**src/rtl/miniRV_pkg.sv**
```systemverilog
// Shared types and constants for the miniRV memory arbiter.
// No logic; no latency; no flow control.
// Imported by mem_arbiter and its picker.
package miniRV_pkg;

    typedef enum logic [1:0] {
        IDLE  = 2'd0,
        ISSUE = 2'd1,
        WAIT  = 2'd2
    } arb_state_t;

    localparam logic       PORT_I     = 1'b0;
    localparam logic       PORT_D     = 1'b1;
    localparam logic [3:0] WSTRB_NONE = 4'b0000;

endpackage

```
**src/rtl/rr_arbiter_2.sv**
```systemverilog
// Two-way picker: a lone requester wins, a tie goes to the port named by prio.
// Combinational, zero latency.
// No backpressure of its own; the caller gates the grant with its own readiness.
module rr_arbiter_2
    import miniRV_pkg::*;
(
    input  logic [1:0] req,
    input  logic       prio,
    output logic [1:0] grant
);

    always_comb begin
        grant = 2'b00;
        case (req)
            2'b01:   grant = 2'b01;
            2'b10:   grant = 2'b10;
            2'b11:   grant = (prio == PORT_D) ? 2'b10 : 2'b01;
            default: grant = 2'b00;
        endcase
    end

endmodule

```
**src/rtl/mem_arbiter.sv**
```systemverilog
// Round-robin share of one fixed-latency memory between fetch and load/store.
// Latency: accept at T, mem_en at T+1, resp_valid pulse at T+2+LATENCY.
// Backpressure: ready only in IDLE for the winner; one transaction in flight.
module mem_arbiter
    import miniRV_pkg::*;
#(
    parameter int LATENCY = 1,
    parameter int ADDR_W  = 32
) (
    input  logic              clk,
    input  logic              reset,
    input  logic              i_req_valid,
    output logic              i_req_ready,
    input  logic [ADDR_W-1:0] i_req_addr,
    output logic              i_resp_valid,
    output logic [31:0]       i_resp_data,
    input  logic              d_req_valid,
    output logic              d_req_ready,
    input  logic [ADDR_W-1:0] d_req_addr,
    input  logic              d_req_we,
    input  logic [3:0]        d_req_wstrb,
    input  logic [31:0]       d_req_wdata,
    output logic              d_resp_valid,
    output logic [31:0]       d_resp_data,
    output logic              mem_en,
    output logic [3:0]        mem_wstrb,
    output logic [ADDR_W-1:0] mem_addr,
    output logic [31:0]       mem_wdata,
    input  logic [31:0]       mem_rdata
);

    localparam logic [3:0] LAT_INIT = 4'(LATENCY);

    arb_state_t        state_q, state_d;
    logic              prio_q;
    logic [3:0]        cnt_q;
    logic              port_q;
    logic              we_q;
    logic [3:0]        wstrb_q;
    logic [ADDR_W-1:0] addr_q;
    logic [31:0]       wdata_q;
    logic [1:0]        grant;
    logic              i_acc, d_acc;
    logic              unused_addr_lsbs;

    // Byte lane selection is the LSU's job; the low address bits are dropped.
    assign unused_addr_lsbs = ^{i_req_addr[1:0], d_req_addr[1:0]};

    rr_arbiter_2 u_pick (
        .req   ({d_req_valid, i_req_valid}),
        .prio  (prio_q),
        .grant (grant)
    );

    assign i_req_ready = (state_q == IDLE) && grant[PORT_I];
    assign d_req_ready = (state_q == IDLE) && grant[PORT_D];
    assign i_acc       = i_req_valid && i_req_ready;
    assign d_acc       = d_req_valid && d_req_ready;

    assign mem_en    = (state_q == ISSUE);
    assign mem_wstrb = mem_en ? wstrb_q : WSTRB_NONE;
    assign mem_addr  = addr_q;
    assign mem_wdata = wdata_q;

    always_comb begin
        state_d = state_q;
        case (state_q)
            IDLE:    if (i_acc || d_acc) state_d = ISSUE;
            ISSUE:   state_d = WAIT;
            WAIT:    if (cnt_q == 4'd1) state_d = IDLE;
            default: state_d = IDLE;
        endcase
    end

    always_ff @(posedge clk) begin
        if (reset) begin
            state_q      <= IDLE;
            prio_q       <= PORT_D;
            cnt_q        <= 4'd0;
            port_q       <= PORT_I;
            we_q         <= 1'b0;
            wstrb_q      <= WSTRB_NONE;
            addr_q       <= '0;
            wdata_q      <= 32'd0;
            i_resp_valid <= 1'b0;
            d_resp_valid <= 1'b0;
            i_resp_data  <= 32'd0;
            d_resp_data  <= 32'd0;
        end else begin
            state_q      <= state_d;
            i_resp_valid <= 1'b0;
            d_resp_valid <= 1'b0;

            if (d_acc) begin
                port_q  <= PORT_D;
                prio_q  <= PORT_I;
                we_q    <= d_req_we;
                wstrb_q <= d_req_we ? d_req_wstrb : WSTRB_NONE;
                addr_q  <= {d_req_addr[ADDR_W-1:2], 2'b00};
                if (d_req_we) wdata_q <= d_req_wdata;
            end else if (i_acc) begin
                port_q  <= PORT_I;
                prio_q  <= PORT_D;
                we_q    <= 1'b0;
                wstrb_q <= WSTRB_NONE;
                addr_q  <= {i_req_addr[ADDR_W-1:2], 2'b00};
            end

            // Counter value 1 marks the cycle mem_rdata is valid.
            if (state_q == ISSUE) begin
                cnt_q <= LAT_INIT;
            end else if (state_q == WAIT) begin
                cnt_q <= cnt_q - 4'd1;
                if (cnt_q == 4'd1) begin
                    if (port_q == PORT_D) begin
                        d_resp_valid <= 1'b1;
                        d_resp_data  <= we_q ? 32'd0 : mem_rdata;
                    end else begin
                        i_resp_valid <= 1'b1;
                        i_resp_data  <= mem_rdata;
                    end
                end
            end
        end
    end

endmodule

```
**config.mk**
```make
export PLATFORM = sky130hd
export DESIGN_NAME = mem_arbiter
export DESIGN_NICKNAME = d
export VERILOG_FILES = /design/src/rtl/miniRV_pkg.sv /design/src/rtl/rr_arbiter_2.sv /design/src/rtl/mem_arbiter.sv
export SDC_FILE = /design/constraint.sdc
export NUM_CORES = 1
export LEC_CHECK = 0
export CAP_MARGIN = 20
export CORE_ASPECT_RATIO = 1.1
export CORE_UTILIZATION = 44
export CTS_BUF_LIST = sky130_fd_sc_hd__clkbuf_8
export CTS_CLUSTER_SIZE = 24
export DETAILED_ROUTE_END_ITERATION = 7
export HOLD_SLACK_MARGIN = 0.1
export PLACE_DENSITY = 0.8
export SLEW_MARGIN = 15
export SYNTH_ARGS = -nofsm -noshare
export SYNTH_HDL_FRONTEND = slang
export SYNTH_SLANG_ARGS = --single-unit
```
**constraint.sdc**
```tcl
create_clock -name clk -period 1.9 [get_ports clk]
set_input_delay 0.285 -clock clk [delete_from_list [all_inputs] [get_ports clk]]
set_output_delay 0.285 -clock clk [all_outputs]
set_load 0.05 [all_outputs]
```
; ---- After elaboration in Yosys (flattened, before gate mapping)
; Index checks and enable logic that the tools add are counted.
[word_totals]
wordCells = 61
register_bits = 141
[classes]
bitwise = 4
mux = 21
n_eq_ne = 8
n_reduce_logical = 14
add_sub_neg = 1
[ops]
columns = operator, n
row1 = $mux W32, 3
row2 = $mux W4, 4
row3 = $pmux W2 S3, 2
row4 = $mux W1, 9
row5 = $reduce_and A4 Y1, 2
row6 = $eq A2 B2 Y1 const B, 3
row7 = $mux W2, 3
row8 = $eq A2 B1 Y1 const B, 2
row9 = $eq A4 B1 Y1 const B, 1
row10 = $logic_and A1 B1 Y1, 4
row11 = $not A1 Y1, 4
row12 = $reduce_and A2 Y1, 2
row13 = $reduce_bool A2 Y1, 2
row14 = $reduce_or A4 Y1, 1
row15 = $sub A4 B1 Y4 const B, 1
row16 = $logic_not A2 Y1, 1
row17 = $ne A2 B1 Y1 const B, 1
row18 = $ne A2 B2 Y1 const B, 1
row19 = $reduce_or A2 Y1, 1
row20 = $logic_or A1 B1 Y1, 1

; ---- Logic depth before layout (Yosys ltp)
[logic_depth]
ltp_word = 7
ltp_mapped = 8
mapped_depth_nobuf = 5

; ---- By module
; A second synthesis with hierarchy kept.
[unflattened]
cells_unflattened = 685
area_unflattened_um2 = 6093.3
[modules_own_cells]
columns = mod, instances, area_per_inst_um2, seq_area_each_um2, cells_each
row1 = mem_arbiter, 1, 6074.6, 2822.7, 682
row2 = rr_arbiter_2, 1, 18.8, 0.0, 3

; ---- Worst setup path before layout
; Ideal clock, no wire load.
[synth_timing]
path_type = register to output
startpoint = register state_q[0]
endpoint = output port i_req_ready
required_time_ns = 1.615
slack_ns = -0.174
arrival_time_ns = 1.789
n_path_buf = 2
stages_incl_launch_ff = 7
cell_sequence = dfxtp_1 > inv_1 > ha_1 > buf_4 > clkbuf_1 > nand2_1 > a21oi_1
[synth_between]
elab_chain_len = 2
[synth_lines]
columns = element, line
row1 = start: declaration, mem_arbiter.sv:34  ; arb_state_t state_q, state_d;
row2 = start signal: assignment, mem_arbiter.sv:90  ; state_q <= state_d;
row3 = $logic_not A2 Y1, mem_arbiter.sv:55  ; assign i_req_ready = (state_q == IDLE) && grant[PORT_I];
row4 = $logic_and A1 B1 Y1, mem_arbiter.sv:55
row5 = end: declaration, mem_arbiter.sv:13  ; output logic i_req_ready,
; Every way passes these cells.

; ---- Worst setup path in the final report
[layout_timing]
startpoint = register d_resp_valid
endpoint = output port d_resp_valid
[layout_lines]
columns = element, line
row1 = start: declaration, mem_arbiter.sv:23  ; output logic d_resp_valid,
row2 = start signal: assignment, mem_arbiter.sv:86  ; d_resp_valid <= 1'b0;
row3 = start signal: assignment, mem_arbiter.sv:92  ; d_resp_valid <= 1'b0;
row4 = start signal: assignment, mem_arbiter.sv:116  ; d_resp_valid <= 1'b1;
; No word-level cell between the ends.

==> impl_metrics.ini <==
[worst_setup_path]
max_stage_delay_ns = 0.80
cp.required_ns = 1.62
crit_chain = clkdlybuf4s50_1
critPathArrivalTime_ns = 1.56
slowest_stage = clkdlybuf4s50_1
start_kind = flop
cp_top_family = buffers and inverters
cp_max_fo = 1
cp-end-kind = output port
worst-path-buf-inv = 1
worst-setup-path-type = flop to output port

[detailed_routing]
routedWlPerCell_um = 19.7
drtAntennaViolNets = 0
via_count = 6984
wl_mm = 22.3
drc = 0
dr.pass1.iters = 7
initialDrtViolationCount = 747
via_per_inst = 6.18

[sta]
whs_ns = 0.336
skew_ns = 0.0101
setup_violations = 0
final_hold_viol_count = 0
setup_ws_ns = 0.0589
tns_ns = 0
period_needed_ns = 1.84
max-slew-margin-rel_pct = 24.1
period_share_pct = 96.9
rsz0062_at_grt = no
tightest_slew_ns = 1.14
drv_slew = 0
max_freq_mhz = 543

[grt]
grtUsageTotal_pct = 29.5
grt-ovfl-total = 0
grt_max_degree = 103
grt_pass1_vias = 6714
grt_pass1_wl_mm = 34.3
antenna_found_initial = 0

[yosys]
yosysWarnings = 0
synth_top_area_share_pct = 44.2
yosys.cell_types.count = 43
yosys.area_share.adder_pct = 0.980
yosysTopAreaCell = dfxtp_1
synth-simple-area-share_pct = 16.2
ys_seq_area_share_pct = 44.2
synth_mux_area_share_pct = 0.157
synthTopCellsByArea = dfxtp_1 44%, o31ai_1 8.5%, a21oi_1 7.6%
synthTopCellsByCount = 141 x dfxtp_1, 97 x a21oi_1, 76 x nand4_1
synthXorXnorAreaFrac_pct = 0.274
synth_top_family_by_area = compound AO/OA/AOI/OAI gates
syn_area_sq_mm = 0.00639
netlist_instances = 705
synthArstFlopShare_pct = 0
synth_ff_type = dfxtp_1
ys_ff_latch = 141
synth.most_common_cell = dfxtp_1
synth_compound_area_share_pct = 29.0
avgSynthCellArea_sq_um = 9.06
synth_edf_count = 0

[clock_tree]
clock_path_buffers = 2
cts.clk_slew.worst_paths_ns = 0.07
cts_tree = yes
cts_root_buf = clkbuf_8
clk_latency_ns = 0.45
ctsHoldBuffers = 0
clkSinkCount = 141
ctsHtreeMaxLevel = 4
cts_made_buffers = 17

[floorplan]
rows = 45
die-area_sq_mm = 0.0150
start_util_pct = 45.7
ios = 274
fp.coreArea_sq_mm = 0.0140
die_w_um = 117
die_h_um = 128

[power_and_ir_drop]
powerDensity_mw_per_mm2 = 1120
ir_worst_vdd_mv = 0.872
pwr-share-clk_pct = 25.4
total_power_w = 0.0109
p_leak_nw = 4.07
p_sw_share_pct = 40.7
power.share.sequential_pct = 32.9
p_sw_w = 0.00442
comb_power_share_pct = 41.7
power.internal_w = 0.00645

[cells_and_area]
synthToLayoutAreaGrowth_pct = 51.7
drive_above_1_share_pct = 12.5
diodes = 0
nets = 1072

[flow_run]
cap_violations = 0

[worst_hold_path]
hp-class = primary input to flop

[run_status]
outcome = finished clean

[placed_design]
port_buffers = 267
hpwl_mm = 15.4
place.gp.congestion = 0.885
place_ws_ns = 0.0703
[state kept, by name, summed over array words and instances, names as in the netlist]
name,count
cnt_q,4
port_q,1
i_resp_valid,1
d_resp_valid,1
wstrb_q,4
d_resp_data,32
i_resp_data,32
mem_addr,30
prio_q,1
we_q,1
mem_wdata,32
state_q,2
[through the flow]
step                util, %  cells  instance area, sq um
floorplan                 -    706                  6390
global placement       66.1   1096                  9220
detailed placement     66.1   1096                  9220
CTS                    68.6   1127                  9580
global route           69.4   1130                  9690
finish                 69.4   1130                  9690
[routing by layer]
metal  GRT usage [%]  vias to the layer above  share of wire (%)
met3            10.8                       60                9.8
li1                -                     3215                  -
met4            14.2                        0                3.9
met2            49.7                      378                 49
met1            32.9                     3331                 37
met5               0                        -                  0
[timing repair]
item / CTS / global route
pin swaps: 0 / 1
buffers inserted: 0 / 3
resized for setup: 90 / 30
setup endpoints to repair: 92 / 34
[final cells by class]
cell class,instances,area [sq um]
fill,1158,4280
timing repair buffer,311,3090
multi-input combinational,451,3050
sequential,141,2830
clock buffer,19,262
tap,188,235
clock inverter,12,193
inverter,8,30.0
[cells in the final DEF (no fill, tap or decap), types with 5 or more instances in the layout]
| cell type | instances |
|---|---|
| clkdlybuf4s50_1 | 133 |
| dfxtp_1 | 139 |
| dlygate4sd2_1 | 87 |
| inv_1 | 5 |
| o311ai_1 | 24 |
| a21oi_1 | 96 |
| buf_4 | 53 |
| o21ai_0 | 12 |
| dlymetal6s2s_1 | 22 |
| nand2_1 | 12 |
| o31ai_1 | 72 |
| nand4_1 | 76 |
| nand3_1 | 30 |
| nand3b_1 | 24 |
| a32oi_1 | 30 |
| bufinv_16 | 5 |
| nor2b_1 | 8 |
| clkbuf_8 | 19 |
| buf_12 | 16 |
| o41ai_1 | 24 |
[power by group through the flow]
stage	registers [W]	logic (W)	clock network, W
5_1_grt	0.00362	0.00482	0.00291
3_5_place_dp	0.00364	0.00455	0
2_1_floorplan	0.00446	0.00203	0
3_3_place_gp	0.00362	0.00447	0
4_1_cts	0.00357	0.00442	0.00279
6_report	0.00358	0.00453	0.00276
[worst paths after layout]
path,start,to,slack (ns),depth (start not counted)
setup reg to reg,state_q[0]$_SDFFE_PP0P_,d_resp_data[0]$_SDFFE_PP0P_,0.08,6
setup / recovery,d_resp_valid$_SDFF_PP0_,d_resp_valid,0.06,1
hold / removal,reset,prio_q$_SDFFE_PP1P_,0.34,4
hold reg to reg,wstrb_q[3]$_SDFFE_PP0P_,wstrb_q[3]$_SDFFE_PP0P_,0.45,2
[cell families after synthesis]
family,count (synthesis)
xor+xnor,2
fa+ha+maj,5
compound gates,270
flops,141
mux,1
simple gates,171
other cells,1
buf+inv,114
No activity file was read; power rests on OpenSTA's default activity.
